--- src/rtl/pc_stack_pkg.sv ---
// Shared constants, op encoding and sizing helper for the pc_stack_seq program counter.
// Optional relative branch support is selected by PC_STACK_SEQ_REL_BRANCH_EN.
package pc_stack_pkg;

  localparam int unsigned DEF_ADDR_W     = 6;
  localparam int unsigned DEF_DATA_W     = 32;
  localparam int unsigned DEF_DEPTH      = 4;
  localparam int unsigned DEF_RESET_ADDR = 0;

  typedef enum logic [2:0] {
    OP_HOLD,
    OP_JMP,
    OP_CALL,
    OP_RET,
    OP_INC
  } op_e;

  // Pointer must represent 0..depth inclusive.
  function automatic int unsigned sp_width(input int unsigned depth);
    if (depth < 1) return 1;
    return $clog2(depth + 1);
  endfunction

endpackage

--- src/rtl/pc_ret_stack.sv ---
// Return-address LIFO: DEPTH entries of ADDR_W bits, async-reset pointer, unreset storage.
// Push is ignored when full, pop when empty; push wins if both are requested.
module pc_ret_stack
  import pc_stack_pkg::*;
#(
  parameter int unsigned ADDR_W = DEF_ADDR_W,
  parameter int unsigned DEPTH  = DEF_DEPTH
) (
  input  logic              clk,
  input  logic              rst,
  input  logic              push_i,
  input  logic              pop_i,
  input  logic [ADDR_W-1:0] push_data_i,
  output logic [ADDR_W-1:0] top_o,
  output logic              empty_o,
  output logic              full_o
);

  localparam int unsigned SP_W  = sp_width(DEPTH);
  localparam int unsigned IDX_W = (DEPTH > 1) ? $clog2(DEPTH) : 1;

  logic [SP_W-1:0]   sp_q;
  logic [SP_W-1:0]   sp_d;
  logic [SP_W-1:0]   sp_m1;
  logic [IDX_W-1:0]  wr_idx;
  logic [IDX_W-1:0]  rd_idx;
  logic [ADDR_W-1:0] mem_q [DEPTH];
  logic              do_push;
  logic              do_pop;

  assign empty_o = (sp_q == '0);
  assign full_o  = (sp_q == SP_W'(DEPTH));

  assign do_push = push_i && !full_o;
  assign do_pop  = pop_i && !push_i && !empty_o;

  assign sp_m1  = sp_q - SP_W'(1);
  assign wr_idx = IDX_W'(sp_q);
  assign rd_idx = IDX_W'(sp_m1);
  assign top_o  = mem_q[rd_idx];

  always_comb begin
    sp_d = sp_q;
    if (do_push) begin
      sp_d = sp_q + SP_W'(1);
    end else if (do_pop) begin
      sp_d = sp_m1;
    end
  end

  always_ff @(posedge clk or posedge rst) begin
    if (rst) begin
      sp_q <= '0;
    end else begin
      sp_q <= sp_d;
    end
  end

  always_ff @(posedge clk) begin
    if (do_push) begin
      mem_q[wr_idx] <= push_data_i;
    end
  end

endmodule

--- src/rtl/pc_stack_seq.sv ---
// Program counter with start latch, call/return stack and sticky stack error flag.
// Define PC_STACK_SEQ_REL_BRANCH_EN to add the rel input for PC-relative jumps.
module pc_stack_seq
  import pc_stack_pkg::*;
#(
  parameter int unsigned ADDR_W     = DEF_ADDR_W,
  parameter int unsigned DATA_W     = DEF_DATA_W,
  parameter int unsigned DEPTH      = DEF_DEPTH,
  parameter int unsigned RESET_ADDR = DEF_RESET_ADDR
) (
  input  logic              clk,
  input  logic              rst,
  input  logic              en,
  input  logic              complete,
  input  logic              w_en,
  input  logic              inc,
  input  logic              call,
  input  logic              ret,
`ifdef PC_STACK_SEQ_REL_BRANCH_EN
  input  logic              rel,
`endif
  input  logic [DATA_W-1:0] data_in,
  output logic [ADDR_W-1:0] instruction_address,
  output logic              running,
  output logic              stack_empty,
  output logic              stack_full,
  output logic              stack_err
);

  logic [ADDR_W-1:0] pc_q;
  logic [ADDR_W-1:0] pc_d;
  logic              running_q;
  logic              err_q;
  logic              err_d;
  logic [ADDR_W-1:0] abs_tgt;
  logic [ADDR_W-1:0] jmp_tgt;
  logic [ADDR_W-1:0] pc_inc;
  logic [ADDR_W-1:0] stk_top;
  logic              stk_empty;
  logic              stk_full;
  logic              stk_push;
  logic              stk_pop;
  op_e               op;

  assign abs_tgt = data_in[ADDR_W-1:0];
  assign pc_inc  = pc_q + ADDR_W'(1);

`ifdef PC_STACK_SEQ_REL_BRANCH_EN
  assign jmp_tgt = rel ? (pc_q + abs_tgt) : abs_tgt;
`else
  assign jmp_tgt = abs_tgt;
`endif

  if (DATA_W > ADDR_W) begin : g_data_hi
    logic data_hi_unused;
    assign data_hi_unused = ^data_in[DATA_W-1:ADDR_W];
  end

  // Ops only act once the latch was already set, and never while complete is high.
  always_comb begin
    op = OP_HOLD;
    if (running_q && !complete) begin
      if (w_en) begin
        op = OP_JMP;
      end else if (call) begin
        op = OP_CALL;
      end else if (ret) begin
        op = OP_RET;
      end else if (inc) begin
        op = OP_INC;
      end
    end
  end

  always_comb begin
    pc_d     = pc_q;
    err_d    = err_q;
    stk_push = 1'b0;
    stk_pop  = 1'b0;
    unique case (op)
      OP_JMP: pc_d = jmp_tgt;
      OP_CALL: begin
        if (stk_full) begin
          err_d = 1'b1;
        end else begin
          stk_push = 1'b1;
          pc_d     = abs_tgt;
        end
      end
      OP_RET: begin
        if (stk_empty) begin
          err_d = 1'b1;
        end else begin
          stk_pop = 1'b1;
          pc_d    = stk_top;
        end
      end
      OP_INC:  pc_d = pc_inc;
      default: pc_d = pc_q;
    endcase
  end

  always_ff @(posedge clk or posedge rst) begin
    if (rst) begin
      pc_q      <= ADDR_W'(RESET_ADDR);
      running_q <= 1'b0;
      err_q     <= 1'b0;
    end else begin
      pc_q  <= pc_d;
      err_q <= err_d;
      if (en) begin
        running_q <= 1'b1;
      end
    end
  end

  pc_ret_stack #(
    .ADDR_W (ADDR_W),
    .DEPTH  (DEPTH)
  ) u_stack (
    .clk         (clk),
    .rst         (rst),
    .push_i      (stk_push),
    .pop_i       (stk_pop),
    .push_data_i (pc_inc),
    .top_o       (stk_top),
    .empty_o     (stk_empty),
    .full_o      (stk_full)
  );

  assign instruction_address = pc_q;
  assign running             = running_q;
  assign stack_empty         = stk_empty;
  assign stack_full          = stk_full;
  assign stack_err           = err_q;

endmodule
--- config.mk ---
export PLATFORM = sky130hd
export DESIGN_NAME = pc_stack_seq
export DESIGN_NICKNAME = d
export VERILOG_FILES = /design/src/rtl/pc_stack_pkg.sv /design/src/rtl/pc_ret_stack.sv /design/src/rtl/pc_stack_seq.sv
export SDC_FILE = /design/constraint.sdc
export NUM_CORES = 1
export LEC_CHECK = 0
export BUFFER_PORTS_ARGS = -buffer_cell sky130_fd_sc_hd__buf_4
export CAP_MARGIN = 25
export CORE_MARGIN = 2
export CORE_UTILIZATION = 25
export CTS_CLUSTER_SIZE = 16
export DETAILED_ROUTE_END_ITERATION = 10
export GPL_TIMING_DRIVEN = 0
export MAX_ROUTING_LAYER = met4
export PLACE_DENSITY_LB_ADDON = 0.25
export SETUP_SLACK_MARGIN = 0.4
export SYNTH_ARGS = -nofsm -noshare
export SYNTH_HDL_FRONTEND = slang
export SYNTH_SLANG_ARGS = --single-unit
--- constraint.sdc ---
create_clock -name clk -period 2.3 [get_ports clk]
set_input_delay 0.23 -clock clk [delete_from_list [all_inputs] [get_ports clk]]
set_output_delay 0.23 -clock clk [all_outputs]
set_load 0.05 [all_outputs]
## Word-level counts from Yosys, hierarchy flattened

Memories as Yosys holds them, arrays and structs flattened.
Cells that the tools add are included.

| storage, ports and cells | value |
|---|---|
| flip-flop bits (word level) | 11 |
| RAM bits | 24 |
| logic and storage cells | 50 |
| memories kept | 1 |

| operators by class | value |
|---|---|
| $add $sub $neg | 3 |
| eq/ne operators | 9 |
| mux-type cells | 19 |
| reductions and logical operators | 14 |

Memory list:

| memory | depth | bits a word | rd ports | clocked after Yosys merged registers in | wr ports | line | RTL |
|---|---|---|---|---|---|---|---|
| u_stack.mem_q | 4 | 6 | 1 | 0 | 1 | pc_ret_stack.sv:27 | `logic [ADDR_W-1:0] mem_q [DEPTH];` |

Operator list:

| cell | count |
|---|---|
| case mux 6 bit (4 select lines) | 1 |
| 2-to-1 mux 3 bit | 7 |
| 2-to-1 mux 6 bit | 2 |
| 2-to-1 mux 1 bit | 8 |
| adder 6 x 1 -> 6 bit, second input constant | 1 |
| equality test 3 x 2 -> 1 bit, second input constant | 2 |
| equality test 3 bit, second input constant | 2 |
| AND reduction 3 bit | 2 |
| logical AND 1 bit | 4 |
| logical NOT 1 bit | 4 |
| != test 2 x 1 -> 1 bit, second input constant | 2 |
| != test 2 bit, second input constant | 2 |
| nonzero test 2 bit | 2 |
| nonzero test 4 bit | 1 |
| adder 3 x 1 -> 3 bit, second input constant | 1 |
| equality test 3 x 1 -> 1 bit, second input constant | 1 |
| logical NOT 3 bit | 1 |
| subtractor 3 x 1 -> 3 bit, second input constant | 1 |
| case mux 1 bit (2 select lines) | 1 |

## Logic depth before layout (Yosys ltp)

Gate-level depths: netlist of run 1.

| logic depth | value |
|---|---|
| word-level depth | 12 |
| gate-level depth with buffers | 8 |
| depth with buffers taken out | 6 |

## Cells and area by module

Synthesis of run 1 repeated with hierarchy kept, for this count alone.

| unflattened totals | value |
|---|---|
| cell total of the unflattened synthesis | 140 |
| area, all modules | 1846.8 um^2 |

By module, submodules not included:

| module | instances | cells each | area each (um^2) | sequential area each (um^2) |
|---|---|---|---|---|
| pc_ret_stack | 1 | 61 | 1174.9 | 795.8 |
| pc_stack_seq | 1 | 79 | 671.9 | 200.2 |

## Worst setup path before layout of run 1

Ideal clock, no wire load.

| timing | value |
|---|---|
| path kind | register to register |
| start point | register u_stack.sp_q[0] |
| end point | register u_stack.sp_q[2] |
| library setup time | 0.079 ns |
| arrival time | 2.087 ns |
| data required time | 2.221 ns |
| setup slack | 0.133 ns |
| stages on the path, launching flop included | 8 |
| path through | dfrtp_1 buf_2 inv_1 ha_1 and2_1 o21ai_2 a2111oi_4 xor2_1 |

| on the way | value |
|---|---|
| word-level cells in the longest chain between the ends | 7 |
| elaborated cells between the ends (all ways) | 17 |
| classes of those cells | add/sub (2); eq/ne (1); mux (6); reduce/logical (8) |

RTL lines:

| element | line | RTL |
|---|---|---|
| start, declared | pc_ret_stack.sv:22 | `logic [SP_W-1:0] sp_q;` |
| start signal, assigned | pc_ret_stack.sv:55 | `sp_q <= sp_d;` |
| equality test 3 bit * | pc_ret_stack.sv:32 | `assign full_o = (sp_q == SP_W'(DEPTH));` |
| net stack_full | pc_stack_seq.sv:26 | `output logic stack_full,` |
| 2-to-1 mux 1 bit | pc_stack_seq.sv:83 | `if (stk_full) begin` |
| 2-to-1 mux 1 bit | pc_stack_seq.sv:80 | `unique case (op)` |
| logical NOT 1 bit | pc_ret_stack.sv:35 | `assign do_pop = pop_i && !push_i && !empty_o;` |
| logical AND 1 bit (2 in series) | pc_ret_stack.sv:35 |  |
| nonzero test 2 bit (no line) | - |  |

The timed path passes the listed nets; every way through them passes the cells marked *. The select of a mux whose other input is x is not followed.
A chain may end at the register's enable or synchronous reset.

## Worst setup path after layout of run 1

| timing | value |
|---|---|
| start point | register u_stack.sp_q[0] |
| end point | register pc_q[3] (netlist: instruction_address[3]) |

| on the way | value |
|---|---|
| word-level cells in the longest chain between the ends | 4 |
| elaborated cells between the ends (all ways) | 9 |
| classes of those cells | add/sub (1); eq/ne (3); mux (2); reduce/logical (2); memory (1) |

RTL lines:

| element | line | RTL |
|---|---|---|
| subtractor 3 x 1 -> 3 bit | pc_ret_stack.sv:37 | `assign sp_m1 = sp_q - SP_W'(1);` |
| memory read (4 x 6 bit) | - |  |
| 2-to-1 mux 6 bit | pc_stack_seq.sv:91 | `if (stk_empty) begin` |
| case mux 6 bit (4 select lines) | pc_stack_seq.sv:80 |  |
| end signal, assigned | pc_stack_seq.sv:105 | `pc_q <= ADDR_W'(RESET_ADDR);` |
| end signal, assigned | pc_stack_seq.sv:109 | `pc_q <= pc_d;` |
| end, declared | pc_stack_seq.sv:30 | `logic [ADDR_W-1:0] pc_q;` |

Several ways; a longest one is shown, not always the timed one. The select of a mux whose other input is x is not followed.

==> results of run 1 <==
==> flip-flops by register name, indices dropped and copies added, names as in the netlist <==
signal,flops
instruction_address,6
running,1
stack_err,1
u_stack.mem_q,24
u_stack.sp_q,3
==> metal layers <==
metal | track usage, % | routed length [um] | share of wire, % | vias to the layer above
met5 | - | 0 | 0 | -
met4 | 3.08 | 36 | 0.80 | 0
met3 | 2.60 | 164 | 3.6 | 4
met2 | 17.9 | 2000 | 44 | 30
met1 | 16.8 | 2310 | 51 | 625
li1 | - | - | - | 604
==> cells by family after synthesis <==
logic type | synth area share, %
mux | 7.31
xor+xnor | 2.84
flops | 53.9
simple gates | 14.3
fa+ha+maj | 4.06
compound gates | 14.1
buf+inv | 3.52
==> worst register-to-register path, stage by stage (launching register included) <==
cell	delay [ps]
dfrtp_1	400
buf_6	130
clkinvlp_4	120
ha_4	290
buf_6	140
mux4_2	320
nand3_1	110
o311a_1	160
o2bb2ai_1	60
==> final timing paths <==
kind	from	endpoint	slack (ps)	cells after the start
worst min-delay path	en	running	140	2
worst max register to register	u_stack.sp_q[0]	instruction_address[3]	470	8
max in group asynchronous	rst	instruction_address[5]	1430	3
worst min register to register	stack_err	stack_err	480	1
worst max-delay path	u_stack.sp_q[0]	instruction_address[3]	470	8
min in group asynchronous	rst	u_stack.sp_q[0]	520	3
==> layout by cell type, fill, tap and decap left out, types with 2 or more instances in the layout <==
cell and instances:
o211ai_1 4, o21ai_0 2, a31oi_1 2, buf_4 24, and2_4 2, and2_2 2
dfrtp_1 11, o21ai_1 2, buf_6 3, nor2_1 8, inv_1 6, buf_2 3
nand2b_1 4, o22ai_1 3, mux4_2 6, ha_1 5, nor3b_1 2, xnor2_1 4
nand2_1 5, xor2_1 2, clkbuf_8 5, edfxtp_1 24, o2bb2ai_1 4, clkinvlp_4 3
nand3_1 7
==> layout make-up <==
class / count / area [um^2]
Tap cell: 99 / 124
Sequential cell: 35 / 996
Fill cell: 756 / 4900
Timing Repair Buffer: 25 / 190
Inverter: 8 / 37.5
Clock inverter: 2 / 37.5
Buffer: 6 / 48.8
Multi-Input combinational cell: 91 / 812
Clock buffer: 5 / 68.8
==> power groups by stage <==
stage          Combinational [mW]  Clock (mW)  Sequential, mW
3_3_place_gp                0.880           0           0.864
3_5_place_dp                0.891           0           0.863
4_1_cts                     0.956       0.561           0.852
6_report                     1.00       0.546           0.854
5_1_grt                      1.08       0.588           0.866
2_1_floorplan               0.554           0           0.941
==> repair_timing <==
item                                   CTS  global route
resized for setup                        6             4
setup buffers                            1             2
setup endpoints to repair               35            14
endpoints found under the hold margin    6             0
hold buffers                             1             0
==> results.json, run 1 <==
{
  "slew_viol_final": 0,
  "fin_area_um2": 2310,
  "syn_area_um2": 1850,
  "max-cap-violations": 0,
  "swShare_pct": 36.0,
  "rsz0062_at_grt": "yes",
  "cts_sinks": 35,
  "whs_ps": 140,
  "ant_nets": 0,
  "layout_setup_ws_ps": 472,
  "globalplace.congestion": 0.713,
  "finalSetupViolCount": 0,
  "end_kind": "flop",
  "numPortBuffers": 21,
  "required_ps": 2480,
  "clock_latency_ps": 290,
  "finClkSkew_ps": 9.87,
  "start_kind": "flop",
  "grtUsageTotal_pct": 12.0,
  "grt_overflow_total": 0,
  "cts_buffers": 5,
  "cts_tree": "yes",
  "total_power_mw": 2.40,
  "p_per_area_nw_per_um2": 1040,
  "yosysMostFrequentCell": "edfxtp_1",
  "comb_power_share_pct": 41.8,
  "hpwl_mm": 3.23,
  "power_switching_mw": 0.867,
  "synth-seq-cells": 35,
  "drive_above_1_share_pct": 36.0,
  "p_seq_share_pct": 35.5,
  "clkPwrFrac_pct": 22.7,
  "path_class": "reg2reg",
  "synth_nets": 186,
  "p_int_mw": 1.54,
  "cp.arrival_ps": 2010,
  "vdd_drop_max_v": 0.000391,
  "syn2layout_area_growth_pct": 25.3,
  "synthFlopType": "edfxtp_1",
  "die_area_um2": 8100,
  "holdCritPathClass": "in2reg",
  "n_antenna_cell": 0,
  "drtPass1Iterations": 4,
  "num_rows": 31,
  "crit_family": "flip-flops",
  "fin_nets": 218,
  "power.leakage_nw": 0.852,
  "syn_avg_cell_area_um2": 13.2,
  "crit_chain": "buf_6 -> clkinvlp_4 -> ha_4 -> buf_6 -> mux4_2 -> nand3_1 -> o311a_1 -> o2bb2ai_1",
  "max_stage_delay_ps": 400,
  "grt_pass1_wl_mm": 7.22,
  "post-place-ws_ps": 5.75,
  "synth-async-reset-ratio_pct": 31.4,
  "synth_top_area_cell": "edfxtp_1",
  "fin_crit_ps": 1830,
  "tightest_slew_ps": 505,
  "cts.htree.levels": 2,
  "clk_pin_slew_ps": 80,
  "synth_area_leaders": "edfxtp_1 39%, dfrtp_1 15%, mux4_2 7.3%",
  "drt_iter0_drc": 79,
  "clock_path_buffers": 2,
  "dpl_cell_area_um2": 2140,
  "drc_errors": 0,
  "path_max_fanout": 8,
  "grt_pass1_vias": 1259,
  "routedWlPerCell_um": 16.6,
  "synthDistinctLibCells": 47,
  "routed_via_density": 4.66,
  "core_area_um2": 7210,
  "max_freq_mhz": 547,
  "tns_ps": 0,
  "start_util_pct": 25.6,
  "antenna_found_initial": 0,
  "grt_max_degree": 12,
  "worst-path-buf-inv": 3,
  "post-route-util_pct": 32.1,
  "dp.cells": 260,
  "status": "finished clean",
  "ys_warn_count": 0,
  "synth_edf_count": 24,
  "ys_seq_area_share_pct": 53.9,
  "die-width_um": 90.0,
  "yosys.area.top_type_share_pct": 39.0,
  "period_share_pct": 79.5,
  "totalWireLength_mm": 4.51,
  "stdcell_count": 271,
  "timing.final.hold_violations": 0,
  "clockRootBuffer": "clkbuf_8",
  "path_common_cell": "buf_6",
  "yosys-top-cells-count": "24 x edfxtp_1, 11 x dfrtp_1, 9 x nor2_1, 8 x inv_1, 7 x nand3_1",
  "slew_headroom_pct": 66.3,
  "ios": 50,
  "vias": 1263,
  "synth_cells": 140,
  "crit_slowest_cell": "dfrtp_1",
  "die_y_um": 90.0
}
(Power assumes the default switching activity.)
==> inputs of run 2 (changes only) <==
==> constraint.sdc (replaced) <==
create_clock -name clk -period 1.6 [get_ports clk]
set_input_delay 0.16 -clock clk [delete_from_list [all_inputs] [get_ports clk]]
set_output_delay 0.16 -clock clk [all_outputs]
set_load 0.05 [all_outputs]
==> run 2 against run 1 <==
Net effect: the run now ends with negative setup slack left; clock power rose by 57%; total power rose by 65%; critical path type unchanged; die area unchanged; design area up 14%; register-to-register slack lost 530 ps; setup slack got worse by 530 ps; global-route usage grew 1.1 points; worst hold slack got worse by 93 ps.
==> results.json, run 2 (synthesis results as in run 1) <==
{
  "register_area_um2": 1000,
  "die-width_um": 90.0,
  "multiInputGateArea_um2": 1020,
  "ios": 50,
  "clock_latency_ps": 300,
  "final_common_cell": "edfxtp_1",
  "tns_ps": -61.0,
  "tightest_slew_ps": 521,
  "min_path_cells": 2,
  "holdCritPathClass": "in2reg",
  "period_share_pct": 104,
  "drive_above_1_share_pct": 55.9,
  "antenna_found_initial": 0,
  "syn2layout_area_growth_pct": 43.0,
  "max_stage_delay_ps": 370,
  "clockRootBuffer": "clkbuf_8",
  "required_ps": 1790,
  "die_y_um": 90.0,
  "totalWireLength_mm": 4.94,
  "clk_pin_slew_ps": 90,
  "grtUsageTotal_pct": 13.2,
  "largest_reg_flops": 24,
  "grt_max_degree": 14,
  "drtPass1Iterations": 4,
  "total_power_mw": 3.97,
  "stdcell_count": 278,
  "clkPwrFrac_pct": 21.6,
  "max_freq_mhz": 602,
  "num_rows": 31,
  "reg2regPathDepth": 7,
  "grt_overflow_total": 0,
  "timing.final.hold_violations": 0,
  "crit_family": "flip-flops",
  "routedWlPerCell_um": 17.8,
  "dpl_cell_area_um2": 2240,
  "dp.cells": 260,
  "start_kind": "flop",
  "cp.arrival_ps": 1850,
  "top_register": "u_stack.mem_q",
  "start_util_pct": 25.6,
  "crit_slowest_cell": "dfrtp_1",
  "holdCritStartpoint": "en",
  "hpwl_mm": 3.23,
  "cts.htree.levels": 2,
  "numPortBuffers": 21,
  "end_kind": "flop",
  "core_area_um2": 7210,
  "path_max_fanout": 7,
  "p_per_area_nw_per_um2": 1500,
  "status": "complete, but fails checks",
  "fin_area_um2": 2640,
  "post-place-ws_ps": -205,
  "timing.rr.end": "instruction_address[5]",
  "r2r_start": "u_stack.sp_q[0]",
  "n_antenna_cell": 0,
  "drt_iter0_drc": 93,
  "fin_nets": 224,
  "slew_viol_final": 0,
  "p_int_mw": 2.50,
  "drc_errors": 0,
  "cts_sinks": 35,
  "layout_setup_ws_ps": -60.7,
  "comb_power_share_pct": 47.1,
  "finClkSkew_ps": 9.32,
  "cts_tree": "yes",
  "vdd_drop_max_v": 0.000561,
  "fin_crit_ps": 1660,
  "worst-path-buf-inv": 3,
  "path_class": "reg2reg",
  "grt_pass1_vias": 1336,
  "power.leakage_nw": 0.949,
  "routed_via_density": 4.80,
  "crit_chain": "buf_6 -> inv_6 -> ha_4 -> buf_8 -> mux4_2 -> o211ai_1 -> o2bb2ai_1",
  "min_to": "running",
  "violations": "negative setup slack",
  "rsz0062_at_grt": "yes",
  "finalSetupViolCount": 2,
  "clock_path_buffers": 2,
  "ant_nets": 0,
  "slew_headroom_pct": 65.3,
  "power_switching_mw": 1.47,
  "regToRegSetupSlack_ps": -60,
  "grt_pass1_wl_mm": 7.72,
  "swShare_pct": 36.9,
  "p_seq_share_pct": 31.4,
  "vias": 1335,
  "layout_common_cells": "24 x edfxtp_1, 22 x buf_4, 7 x buf_6, 7 x dfrtp_2",
  "max-cap-violations": 0,
  "die_area_um2": 8100,
  "cts_buffers": 5,
  "fill_cells": 734,
  "globalplace.congestion": 0.742
}
==> run 2: worst register-to-register path: cells and delay by family (launching register included) <==
kind            cells  cell delay [ps]
flops               1              370
fa+ha+maj           1              260
compound gates      2              320
buf+inv             3              280
mux                 1              330
==> run 2: power groups by stage <==
stage	combinational, mW	sequential, mW	clock, mW
after CTS	1.82	1.24	0.860
after global placement	1.44	1.26	0
after global routing	1.99	1.27	0.900
final	1.87	1.25	0.856
after floorplan	0.962	1.37	0
after detailed placement	1.44	1.26	0
==> run 2: worst max path at each step <==
stage                    start                endpoint  slack [ps]  depth (start not counted)
2_1_floorplan  u_stack.sp_q[0]  instruction_address[3]         -10                          8
3_3_place_gp   u_stack.sp_q[0]         u_stack.sp_q[1]        -190                          7
3_5_place_dp   u_stack.sp_q[0]         u_stack.sp_q[1]        -210                          7
4_1_cts        u_stack.sp_q[0]  instruction_address[0]         -10                          5
5_1_grt        u_stack.sp_q[0]  instruction_address[5]        -100                          7
6_report       u_stack.sp_q[0]  instruction_address[5]         -60                          7
==> run 2: timing repair <==
action	in CTS	in global routing
resized for setup	39	11
endpoints found under the hold margin	11	0
hold buffers	1	0
buffers inserted	7	2
pin swaps	8	4
endpoints found under the setup margin	44	51
==> run 2: per-stage QoR <==
stage / utilization, % / hold WS [ps]
detailed placement: 31.0 / 238
finish: 36.6 / 47.2
CTS: 35.8 / 50.7
global placement: 31.0 / 228
floorplan: - / 12.2
global route: 36.6 / 45.2
==> run 2: cell type report <==
class	count	share of cell area, %
Clock buffer	5	2.60
Clock inverter	3	1.80
Multi-Input combinational cell	91	38.5
Sequential cell	35	38.0
Tap cell	99	4.69
Inverter	8	1.52
Buffer	6	2.23
Timing Repair Buffer	31	10.6
==> run 2: layer usage <==
metal  global-route usage [%]  part of all wire (%)  up-vias  wire (um)
met1                     17.2                    45      672       2230
met5                        -                     0        -          0
met3                     2.85                   4.5       12        223
met4                     5.51                   2.4        0        120
met2                     19.9                    48       32       2380
li1                         -                     -      619          -
==> inputs of run 3 (changes only) <==
--- a/config.mk
+++ b/config.mk
@@ -5,12 +5,12 @@
 export SDC_FILE = /design/constraint.sdc
 export NUM_CORES = 1
 export LEC_CHECK = 0
-export BUFFER_PORTS_ARGS = -buffer_cell sky130_fd_sc_hd__buf_4
 export CAP_MARGIN = 25
 export CORE_MARGIN = 2
 export CORE_UTILIZATION = 25
 export CTS_CLUSTER_SIZE = 16
 export DETAILED_ROUTE_END_ITERATION = 10
+export DONT_BUFFER_PORTS = 1
 export GPL_TIMING_DRIVEN = 0
 export MAX_ROUTING_LAYER = met4
 export PLACE_DENSITY_LB_ADDON = 0.25
==> run 3 against run 2 <==
Net effect: the run still ends with negative setup slack left; critical path depth rose by 1; via count fell by 3.7%; worst hold slack improved by 55 ps; clock-buffer cell count rose by 1; total power fell by 10%; combinational power fell by 19%; final cell count fell by 5.4%; global-route usage barely moved; non-clock buffer count fell by 15; utilization fell by 2.2 points; clock power fell by 27%; maximum frequency fell by 0.67%; critical path type unchanged.
==> results.json, run 3 (synthesis results as in run 1) <==
{
  "crit_family": "flip-flops",
  "cp.arrival_ps": 1840,
  "drive_above_1_share_pct": 48.2,
  "rsz0062_at_grt": "yes",
  "finalSetupViolCount": 14,
  "timing.final.hold_violations": 0,
  "slew_viol_final": 0,
  "grt_pass1_vias": 1426,
  "holdCritPathClass": "in2reg",
  "power.leakage_nw": 0.852,
  "min_to": "instruction_address[0]",
  "dp.cells": 239,
  "max_stage_delay_ps": 390,
  "fin_nets": 209,
  "cts_sinks": 35,
  "end_kind": "flop",
  "fin_crit_ps": 1670,
  "grt_max_degree": 12,
  "grt_pass1_wl_mm": 7.87,
  "fin_area_um2": 2490,
  "timing.rr.end": "instruction_address[3]",
  "n_antenna_cell": 0,
  "routedWlPerCell_um": 18.1,
  "clk_pin_slew_ps": 70,
  "crit_chain": "buf_8 -> inv_8 -> ha_4 -> buf_8 -> mux4_2 -> nand3_2 -> o311a_1 -> o2bb2ai_1",
  "cts_buffers": 5,
  "final_common_cell": "edfxtp_1",
  "dpl_cell_area_um2": 2080,
  "hpwl_mm": 3.28,
  "vdd_drop_max_v": 0.000629,
  "grt_overflow_total": 0,
  "core_area_um2": 7210,
  "drtPass1Iterations": 4,
  "stdcell_count": 263,
  "reg2regPathDepth": 8,
  "num_rows": 31,
  "die_y_um": 90.0,
  "start_util_pct": 25.6,
  "p_per_area_nw_per_um2": 1430,
  "r2r_start": "u_stack.sp_q[0]",
  "largest_reg_flops": 24,
  "regToRegSetupSlack_ps": -70,
  "top_register": "u_stack.mem_q",
  "routed_via_density": 4.89,
  "syn2layout_area_growth_pct": 34.6,
  "status": "complete, but fails checks",
  "vias": 1286,
  "violations": "negative setup slack",
  "period_share_pct": 104,
  "cts.htree.levels": 2,
  "holdCritStartpoint": "data_in[0]",
  "numPortBuffers": 0,
  "die_area_um2": 8100,
  "ios": 50,
  "required_ps": 1770,
  "die-width_um": 90.0,
  "worst-path-buf-inv": 3,
  "path_common_cell": "buf_8",
  "grtUsageTotal_pct": 13.2,
  "crit_slowest_cell": "dfrtp_1",
  "antenna_found_initial": 0,
  "slew_headroom_pct": 67.1,
  "max_freq_mhz": 598,
  "layout_common_cells": "24 x edfxtp_1, 10 x buf_4, 6 x nor2_1, 6 x mux4_2, 6 x dfrtp_4",
  "finClkSkew_ps": 6.73,
  "path_max_fanout": 7,
  "min_path_cells": 2,
  "max-cap-violations": 0,
  "path_class": "reg2reg",
  "cts_tree": "yes",
  "post-place-ws_ps": -233,
  "ant_nets": 0,
  "clock_path_buffers": 2,
  "tightest_slew_ps": 492,
  "start_kind": "flop",
  "clockRootBuffer": "clkbuf_8",
  "drt_iter0_drc": 43,
  "drc_errors": 0,
  "clock_latency_ps": 280,
  "globalplace.congestion": 0.822,
  "layout_setup_ws_ps": -72.0,
  "totalWireLength_mm": 4.76,
  "cp.depth": 8
}
==> run 3: changes by cell type in the layout (fill, tap and decap cells not counted), sizes merged <==
cell,before,now
buf,36,20
clkinvlp,0,2
inv,8,6
bufinv,1,0
clkbuf,5,6
dlygate4sd3,1,2
==> run 3: how the worst max path moves through the flow <==
stage | slack (ps) | start | to
6_report | -70 | u_stack.sp_q[0] | instruction_address[3]
4_1_cts | -80 | u_stack.sp_q[0] | instruction_address[3]
2_1_floorplan | -10 | u_stack.sp_q[0] | instruction_address[3]
5_1_grt | -130 | u_stack.sp_q[0] | u_stack.sp_q[2]
3_3_place_gp | -170 | u_stack.sp_q[0] | u_stack.sp_q[1]
3_5_place_dp | -230 | u_stack.sp_q[0] | u_stack.sp_q[1]
==> run 3: area by class of cell <==
cell class / count / area [um^2]
multi-input combinational: 91 / 985
buffer: 6 / 62.6
inverter: 8 / 53.8
fill: 741 / 4730
timing repair buffer: 16 / 158
sequential: 35 / 1020
clock buffer: 6 / 72.6
tap: 99 / 124
clock inverter: 2 / 12.5
==> run 3: stage by stage <==
| step | setup TNS (ps) | total power [mW] | hold slack (ps) | util (%) |
|---|---|---|---|---|
| after floorplan | -23.1 | 2.33 | 12.2 | - |
| after global placement | -2320 | 2.54 | 107 | 28.9 |
| after detailed placement | -3850 | 2.59 | 105 | 28.9 |
| after CTS | -260 | 3.51 | 89.5 | 33.0 |
| after global routing | -1480 | 3.77 | 107 | 34.5 |
| final | -367 | 3.56 | 102 | 34.5 |
==> run 3: per-layer routing <==
| metal | share of wire, % | routed length (um) | global-route usage, % | vias up |
|---|---|---|---|---|
| met5 | 0 | 0 | - | - |
| met4 | 1.9 | 89 | 4.36 | 0 |
| met3 | 6.5 | 307 | 3.94 | 12 |
| met2 | 48 | 2300 | 20.7 | 44 |
| met1 | 43 | 2050 | 16.4 | 646 |
| li1 | - | - | - | 584 |
==> run 3: power by group <==
group,internal (mW),total (mW),switching (mW),leakage (nW)
logic,0.765,1.52,0.751,0.471
registers,1.14,1.42,0.287,0.339
clock network,0.304,0.622,0.318,0.0412
total,2.21,3.56,1.36,0.852
==> run 3: timing repair <==
item | in CTS | in global routing
endpoints found under the setup margin | 53 | 53
setup buffers | 8 | 6
gates resized for setup | 34 | 10
pin swaps | 8 | 6
hold buffers | 2 | 0
hold endpoints to repair | 12 | 0
